<file path="src/rtl/tl_d_resp_fifo.sv">
// TileLink-UL D-channel responder: buffers MPU completion records, maps the
// originating A opcode to a D opcode and presents single-beat D responses
// from a registered output stage that holds steady under backpressure.
module tl_d_resp_fifo #(
  parameter int FIFO_DEPTH = 6,
  parameter int DATA_W     = 32,
  parameter int SRC_W      = 4,
  parameter int SINK_ID    = 0
) (
  input  logic              clk,
  input  logic              rst_n,
  input  logic              resp_push,
  input  logic [2:0]        resp_opcode,
  input  logic [2:0]        resp_size,
  input  logic [SRC_W-1:0]  resp_source,
  input  logic              resp_denied,
  input  logic [DATA_W-1:0] resp_data,
  output logic              resp_rdy,
  output logic              d_valid,
  input  logic              d_ready,
  output logic [2:0]        d_opcode,
  output logic [1:0]        d_param,
  output logic [2:0]        d_size,
  output logic [SRC_W-1:0]  d_source,
  output logic              d_sink,
  output logic              d_denied,
  output logic              d_corrupt,
  output logic [DATA_W-1:0] d_data,
  output logic [7:0]        err_count
);

  localparam int PTR_W = (FIFO_DEPTH > 1) ? $clog2(FIFO_DEPTH) : 1;
  localparam int CNT_W = $clog2(FIFO_DEPTH + 1);
  localparam logic [PTR_W-1:0] PTR_LAST = PTR_W'(FIFO_DEPTH - 1);
  localparam logic [CNT_W-1:0] CNT_FULL = CNT_W'(FIFO_DEPTH);

  // Output-stage states
  localparam logic [0:0] ST_EMPTY = 1'b0;
  localparam logic [0:0] ST_HOLD  = 1'b1;

  typedef struct packed {
    logic [2:0]        opcode;
    logic [2:0]        size;
    logic [SRC_W-1:0]  source;
    logic              denied;
    logic              corrupt;
    logic [DATA_W-1:0] data;
  } rec_t;

  rec_t             storage_q [FIFO_DEPTH];
  rec_t             storage_d [FIFO_DEPTH];
  rec_t             out_q, out_d;
  rec_t             push_rec;
  logic [0:0]       state_q, state_d;
  logic [PTR_W-1:0] wr_ptr_q, wr_ptr_d, rd_ptr_q, rd_ptr_d;
  logic [CNT_W-1:0] count_q, count_d;
  logic [7:0]       err_count_q, err_count_d;
  logic             push_acc, fire, fifo_empty, pop, wr_en;

  // Translate the A opcode into the D response record at push time
  always_comb begin
    push_rec        = '0;
    push_rec.size   = resp_size;
    push_rec.source = resp_source;
    case (resp_opcode)
      3'd4: begin
        push_rec.opcode  = 3'd1;
        push_rec.denied  = resp_denied;
        push_rec.corrupt = resp_denied;
        push_rec.data    = resp_denied ? '0 : resp_data;
      end
      3'd0, 3'd1: begin
        push_rec.opcode = 3'd0;
        push_rec.denied = resp_denied;
      end
      default: begin
        push_rec.opcode = 3'd0;
        push_rec.denied = 1'b1;
      end
    endcase
  end

  // Handshake decode, output-stage FSM, FIFO bookkeeping and error counter
  always_comb begin
    push_acc   = resp_push && resp_rdy;
    fire       = (state_q == ST_HOLD) && d_ready;
    fifo_empty = (count_q == '0);
    pop        = fire && !fifo_empty;
    // A push bypasses storage when the output stage is (or is becoming) free
    wr_en      = push_acc && (state_q == ST_HOLD) && !(fire && fifo_empty);

    state_d     = state_q;
    out_d       = out_q;
    storage_d   = storage_q;
    wr_ptr_d    = wr_ptr_q;
    rd_ptr_d    = rd_ptr_q;
    count_d     = count_q;
    err_count_d = err_count_q;

    if (state_q == ST_EMPTY) begin
      if (push_acc) begin
        out_d   = push_rec;
        state_d = ST_HOLD;
      end
    end else if (fire) begin
      if (!fifo_empty) begin
        out_d = storage_q[rd_ptr_q];
      end else if (push_acc) begin
        out_d = push_rec;
      end else begin
        out_d   = '0;
        state_d = ST_EMPTY;
      end
    end

    if (wr_en) begin
      storage_d[wr_ptr_q] = push_rec;
      wr_ptr_d = (wr_ptr_q == PTR_LAST) ? '0 : wr_ptr_q + 1'b1;
    end
    if (pop) begin
      rd_ptr_d = (rd_ptr_q == PTR_LAST) ? '0 : rd_ptr_q + 1'b1;
    end
    if (wr_en && !pop) begin
      count_d = count_q + 1'b1;
    end else if (pop && !wr_en) begin
      count_d = count_q - 1'b1;
    end

    if (fire && out_q.denied && (err_count_q != 8'hFF)) begin
      err_count_d = err_count_q + 8'd1;
    end
  end

  // State registers; reset drops everything buffered or presented
  always_ff @(posedge clk or negedge rst_n) begin
    if (!rst_n) begin
      state_q     <= ST_EMPTY;
      out_q       <= '0;
      wr_ptr_q    <= '0;
      rd_ptr_q    <= '0;
      count_q     <= '0;
      err_count_q <= '0;
      for (int i = 0; i < FIFO_DEPTH; i++) storage_q[i] <= '0;
    end else begin
      state_q     <= state_d;
      out_q       <= out_d;
      wr_ptr_q    <= wr_ptr_d;
      rd_ptr_q    <= rd_ptr_d;
      count_q     <= count_d;
      err_count_q <= err_count_d;
      for (int i = 0; i < FIFO_DEPTH; i++) storage_q[i] <= storage_d[i];
    end
  end

  assign resp_rdy  = (count_q < CNT_FULL);
  assign d_valid   = (state_q == ST_HOLD);
  assign d_opcode  = out_q.opcode;
  assign d_param   = 2'd0;
  assign d_size    = out_q.size;
  assign d_source  = out_q.source;
  assign d_sink    = 1'(SINK_ID);
  assign d_denied  = out_q.denied;
  assign d_corrupt = out_q.corrupt;
  assign d_data    = out_q.data;
  assign err_count = err_count_q;

endmodule

</file>
<file path="config.mk">
export PLATFORM = sky130hd
export DESIGN_NAME = tl_d_resp_fifo
export DESIGN_NICKNAME = d
export VERILOG_FILES = /design/src/rtl/tl_d_resp_fifo.sv
export SDC_FILE = /design/constraint.sdc
export NUM_CORES = 1
export LEC_CHECK = 0
export CAP_MARGIN = 20
export CORE_ASPECT_RATIO = 0.9
export CORE_MARGIN = 1
export CORE_UTILIZATION = 37
export DETAILED_ROUTE_END_ITERATION = 10
export REMOVE_ABC_BUFFERS = 1
export SYNTH_ARGS = -nofsm -noshare
export SYNTH_HDL_FRONTEND = slang
export SYNTH_SLANG_ARGS = --single-unit
</file>
<file path="constraint.sdc">
create_clock -name clk -period 2.3 [get_ports clk]
set_input_delay 0.46 -clock clk [delete_from_list [all_inputs] [get_ports clk]]
set_output_delay 0.46 -clock clk [all_outputs]
set_load 0.03 [all_outputs]
</file>
==> results of run 1 <==
==> through the flow <==
stage | power, mW | cell area (um^2) | util, % | setup WS (ns)
floorplan | 11.7 | 13300 | - | -2.12
global placement | 14.7 | 16000 | 43.1 | -0.190
detailed placement | 14.9 | 16000 | 43.1 | -0.204
CTS | 20.4 | 17100 | 46.1 | 0.147
global route | 21.3 | 17100 | 46.1 | 0.121
finish | 20.2 | 17100 | 46.1 | 0.180
==> per-layer routing <==
metal	wire length (um)	track usage, %	share of wire (%)
met5	0	0	0
met4	628	4.94	1.8
met3	1450	3.33	4.1
met2	16700	30.8	47
met1	16600	26.9	47
==> cells in the final DEF (no fill, tap or decap), types with 2 or more instances in the layout <==
cell type / Yosys / routed
a21boi_4: 1 / 2
a21oi_1: 3 / 3
a221o_1: 41 / 41
and2_0: 3 / 3
and2_1: 4 / 4
and3_1: 2 / 2
and3b_1: 2 / 2
buf_12: 0 / 24
buf_4: 7 / 78
bufinv_16: 0 / 2
clkbuf_1: 38 / 7
clkbuf_16: 0 / 35
clkbuf_8: 0 / 7
clkdlybuf4s50_1: 0 / 96
clkinv_2: 0 / 5
clkinvlp_4: 0 / 2
conb_1: 1 / 5
dfrtp_1: 312 / 310
inv_1: 3 / 3
mux2_1: 28 / 28
mux2_2: 15 / 15
mux2i_1: 44 / 44
mux4_2: 42 / 42
nand2_1: 258 / 258
nand3_1: 3 / 3
nand4_1: 5 / 5
nand4_4: 6 / 6
nor2_1: 3 / 2
nor3_1: 36 / 36
nor3b_1: 3 / 3
o21ai_0: 174 / 174
o21ai_1: 36 / 36
o21ai_2: 2 / 2
o2bb2ai_1: 43 / 43
xnor2_1: 8 / 8
xor2_1: 2 / 2
==> final timing paths <==
kind                       slack, ns                        from  cells after the start                    endpoint
max in group asynchronous       1.12                       rst_n                      3   storage_q[34]$_DFFE_PN0P_
setup / recovery                0.18    err_count[2]$_DFFE_PN0P_                      1                err_count[2]
hold / removal                  0.42                       rst_n                      2    err_count[5]$_DFFE_PN0P_
setup reg to reg                0.28      count_q[1]$_DFFE_PN0P_                      4  storage_q[258]$_DFFE_PN0P_
min in group clk                0.48  storage_q[153]$_DFFE_PN0P_                      2  storage_q[153]$_DFFE_PN0P_
hold reg to reg                 0.48  storage_q[153]$_DFFE_PN0P_                      2  storage_q[153]$_DFFE_PN0P_
==> registers in the layout (all words and copies together) (netlist names) <==
name,flops
storage_q,252
d_data,32
err_count,8
d_source,4
count_q,3
d_size,3
rd_ptr_q,3
wr_ptr_q,3
d_corrupt,1
d_denied,1
d_opcode,1
d_valid,1
==> cell families after synthesis <==
group,count (synthesis),share of synthesized area (%)
XOR/XNOR,10,0.628
multiplexers,130,13.6
AND/OR/NAND/NOR,335,10.9
adder cells (fa/ha/maj),2,0.233
AO/OA/AOI/OAI,306,14.0
buffers and inverters,105,4.69
other,1,0.0269
flip-flops,312,56.0
==> final cells by class <==
cell class | count | area [um^2]
fill | 3363 | 20000
sequential | 312 | 7810
multi-input combinational | 788 | 5520
timing repair buffer | 201 | 2060
clock buffer | 49 | 998
tap | 483 | 604
clock inverter | 11 | 118
inverter | 4 | 15.0
==> power by group <==
| part | switching (mW) | total (mW) | internal, mW |
|---|---|---|---|
| sequential | 0.921 | 7.81 | 6.89 |
| combinational | 3.79 | 6.91 | 3.12 |
| clock | 2.22 | 5.47 | 3.25 |
| total | 6.93 | 20.2 | 13.3 |
==> timing repair <==
action,4_1_cts,5_1_grt
resized for setup,1,0
hold endpoints to repair,28,0
endpoints found under the setup margin,1,0
hold buffers,1,0
==> impl_metrics.json, run 1 <==
{
  "routed_via_density": 5.27,
  "crit_path_start_kind": "flop",
  "cts.path.max_buffers": 3,
  "start_util_pct": 37.5,
  "grt_setup_unrepaired": "false",
  "die_w_um": 207,
  "crit_fanout": 6,
  "cts-root-buf": "clkbuf_16",
  "outcome": "finished, violations left",
  "grt_max_degree": 84,
  "synth-async-reset-ratio_pct": 100,
  "clk_pin_slew_ns": 0.06,
  "gp_routability_congestion": 0.772,
  "grt_overflow": 0,
  "fin_nets": 1390,
  "hp-class": "input pin to async pin",
  "required_ns": 1.84,
  "drive_gt1_share_pct": 17.1,
  "rows": 67,
  "num_vias": 9740,
  "place.port_buffers": 98,
  "synth.largest_area_cell": "dfrtp_1",
  "netlist_instances": 1201,
  "violations": "design-rule violations",
  "netlist_area_um2": 13900,
  "hpwl_um": 22900,
  "synth_area_leaders": "dfrtp_1, nand2_1, mux4_2",
  "wl_per_cell_um": 19.2,
  "grtUsageTotal_pct": 19.2,
  "end_kind": "output port",
  "ys_seq_area_share_pct": 56.0,
  "tritoncts": "done",
  "ant_nets": 0,
  "firstDrtPassIters": 8,
  "clock-sinks": 312,
  "dp_cells": 1787,
  "ys_ff_latch": 312,
  "powerDensity_nw_per_um2": 1180,
  "critical-path-max-stage-delay_ns": 0.71,
  "max-cap-violations": 0,
  "finalSetupViolCount": 0,
  "total_leakage_power_nw": 7.35,
  "synth.avg_cell_area_um2": 11.6,
  "yosysTopAreaCellShare_pct": 56.0,
  "cts_buffers": 34,
  "core-area_um2": 37100,
  "timing.hold.ws_ns": 0.422,
  "period_needed_ns": 2.12,
  "slew_headroom_pct": 60.4,
  "clock_latency_ns": 0.52,
  "areaGrowthSynthToFinish_pct": 22.9,
  "crit_type": "flop to output port",
  "yosys_warnings": 0,
  "synth_cell_types": 51,
  "crit_slowest_cell": "clkdlybuf4s50_1",
  "antenna_found_initial": 0,
  "vdd_drop_max_mv": 0.609,
  "setup_tns_ns": 0,
  "tightest_slew_ns": 0.592,
  "fmax_ghz": 0.472,
  "ys_top_cells_by_count": "dfrtp_1, nand2_1, o21ai_0, mux2i_1, o2bb2ai_1",
  "wl_um": 35400,
  "crit_family": "buffers and inverters",
  "cp.arrival_ns": 1.66,
  "cts_setup_buffers": 0,
  "worst-path-buf-inv": 1,
  "report.final.slew_viol_count": 0,
  "drc": 5,
  "drt-initial-drc-count": 514,
  "dieArea_um2": 38500,
  "grt_pass1_wl_um": 56600,
  "h-tree-depth": 2,
  "synth_edf_count": 0,
  "timing.final.crit_share_pct": 92.2,
  "finalNonFillerCells": 1848,
  "io_pins": 104,
  "die_y_um": 186,
  "diodes": 0,
  "finClkSkew_ns": 0.0222,
  "path_cells": "clkdlybuf4s50_1",
  "synth_ff_type": "dfrtp_1",
  "grt_pass1_vias": 9779,
  "hold_viol_final": 0,
  "yosysMostFrequentCell": "dfrtp_1"
}
(Power assumes the default switching activity.)
==> run 2: changes to the inputs <==
--- a/config.mk
+++ b/config.mk
@@ -9,6 +9,7 @@
 export CORE_ASPECT_RATIO = 0.9
 export CORE_MARGIN = 1
 export CORE_UTILIZATION = 37
+export CTS_CLUSTER_SIZE = 28
 export DETAILED_ROUTE_END_ITERATION = 10
 export REMOVE_ABC_BUFFERS = 1
 export SYNTH_ARGS = -nofsm -noshare
==> results of run 2 <==
Final layout, timing and power as in run 1 (identical DEF).
==> RTL edit: new RTL, settings of run 1 <==
Set the parameter `FIFO_DEPTH` to 3 (it was 6).
--- a/src/rtl/tl_d_resp_fifo.sv
+++ b/src/rtl/tl_d_resp_fifo.sv
@@ -4,3 +4,3 @@
 module tl_d_resp_fifo #(
-  parameter int FIFO_DEPTH = 6,
+  parameter int FIFO_DEPTH = 3,
   parameter int DATA_W     = 32,
Behaviour: not the same (Yosys sat finds a counterexample within 10 cycles, from zero or initial values and one cycle with rst_n low).
==> RTL edit against run 1 <==
The flow finishes with violations (negative hold slack). Final cell count decreased by 32%. Sequential power fell by 38%. Sequential cell count fell by 129. Clock skew is 0.0079 ns lower. Critical path depth grew 1. Combinational power shrank 26%. Area after synthesis fell by 39%. Sequential share of layout area down 2.6 points. Design area is 38% lower. Power down 35%. Worst setup slack got worse by 0.0070 ns. Routed wire length is 44% lower. Clock power down 41%. Critical endpoint is now resp_rdy.
==> RTL edit: results (changes against run 1) <==
| Metric | Value | Change |
|:---|:---|:---|
| Final-report hold violation count | 7 | +7 |
| Worst path max stage delay | 0.66 ns | -0.05 ns |
| HPWL Detailed | 13,230 um | -42% |
| Max transition margin | 60.64% | +0.28 points |
| Clock buffer count from CTS | 17 | -50% |
| R2R Path End | d_source[2]$_DFFE_PN0P_ |  |
| Finished Layout Cells | 1,251 | -32% |
| Detailed-routing iteration count for the pre-antenna-repair pass | 5 | -3 |
| Proportion of synthesized chip area in sequential cells | 53.86% | -2.1 points |
| Total met3 wirelength after detailed routing | 758 um | -48% |
| H-tree levels | 4 | +2 |
| Avg WL per Cell | 15.81 um | -17% |
| Share of final-layout standard cells stronger than drive strength 1 | 9.539% | -7.5 points |
| Cells after DPL | 1,219 | -32% |
| Worst setup path startpoint | count_q[1]$_DFFE_PN0P_ |  |
| Worst Setup Slack, final | 0.1728 ns | -0.006971 ns |
| R2r setup slk | 0.32 ns | +0.04 ns |
| Outcome | finished, violations left |  |
| Power after layout | 13,200 uW | -35% |
| Routed met2 length | 8790 um | -47% |
| Final RePlAce weighted congestion | 0.7464 | -3.3% |
| Share of total power in combinational logic | 38.7% | +4.5 points |
| Failing checks | negative hold slack |  |
| Wire length of the first global-routing pass | 33,020 um | -42% |
| Average footprint of a synthesized cell | 9.980 um2 | -14% |
| Synth cell types | 44 | -14% |
| Later-pin clock latency in the skew report | 0.43 ns | -0.09 ns |
| Maximum number of pins on one net before global-route repair | 55 | -35% |
| Worst hold slack | -0.007098 ns | -0.4288 ns |
| Post-synth top cells | dfrtp_1 (183), nand2_1 (180), o21ai_1 (111) |  |
| Clock network fraction of design power | 24.5% | -2.6 points |
==> RTL edit: changes by cell type after synthesis, sizes merged, moves of 13 or more <==
cell / run 1 / this run
mux2: 43 / 24
clkbuf: 44 / 29
o2bb2ai: 43 / 7
nor2: 3 / 24
a221oi: 0 / 22
nand2: 258 / 180
nand3b: 0 / 36
nor3: 37 / 3
dfrtp: 312 / 183
o21ai: 212 / 177
a21o: 1 / 14
a221o: 41 / 0
mux4: 42 / 0
a32oi: 0 / 20
==> RTL edit: kinds of logic after synthesis <==
kind of cell	synth area share [%]
AOI/OAI and AO/OA	17.72
xor gates and xnor gates	0.7210
adders and majority gates	0.1471
buffers and inverters	4.959
DFF	53.86
muxes	8.122
other	0.04410
and+or+nand+nor	14.43
==> RTL edit: cell type report <==
cell class,count,area [um2]
Timing Repair Buffer,142,1465
Clock inverter,12,187.7
Sequential cell,183,4584
Inverter,5,18.77
Fill cell,2138,11860
Clock buffer,20,466.7
Multi-Input combinational cell,592,3555
Tap cell,297,371.6
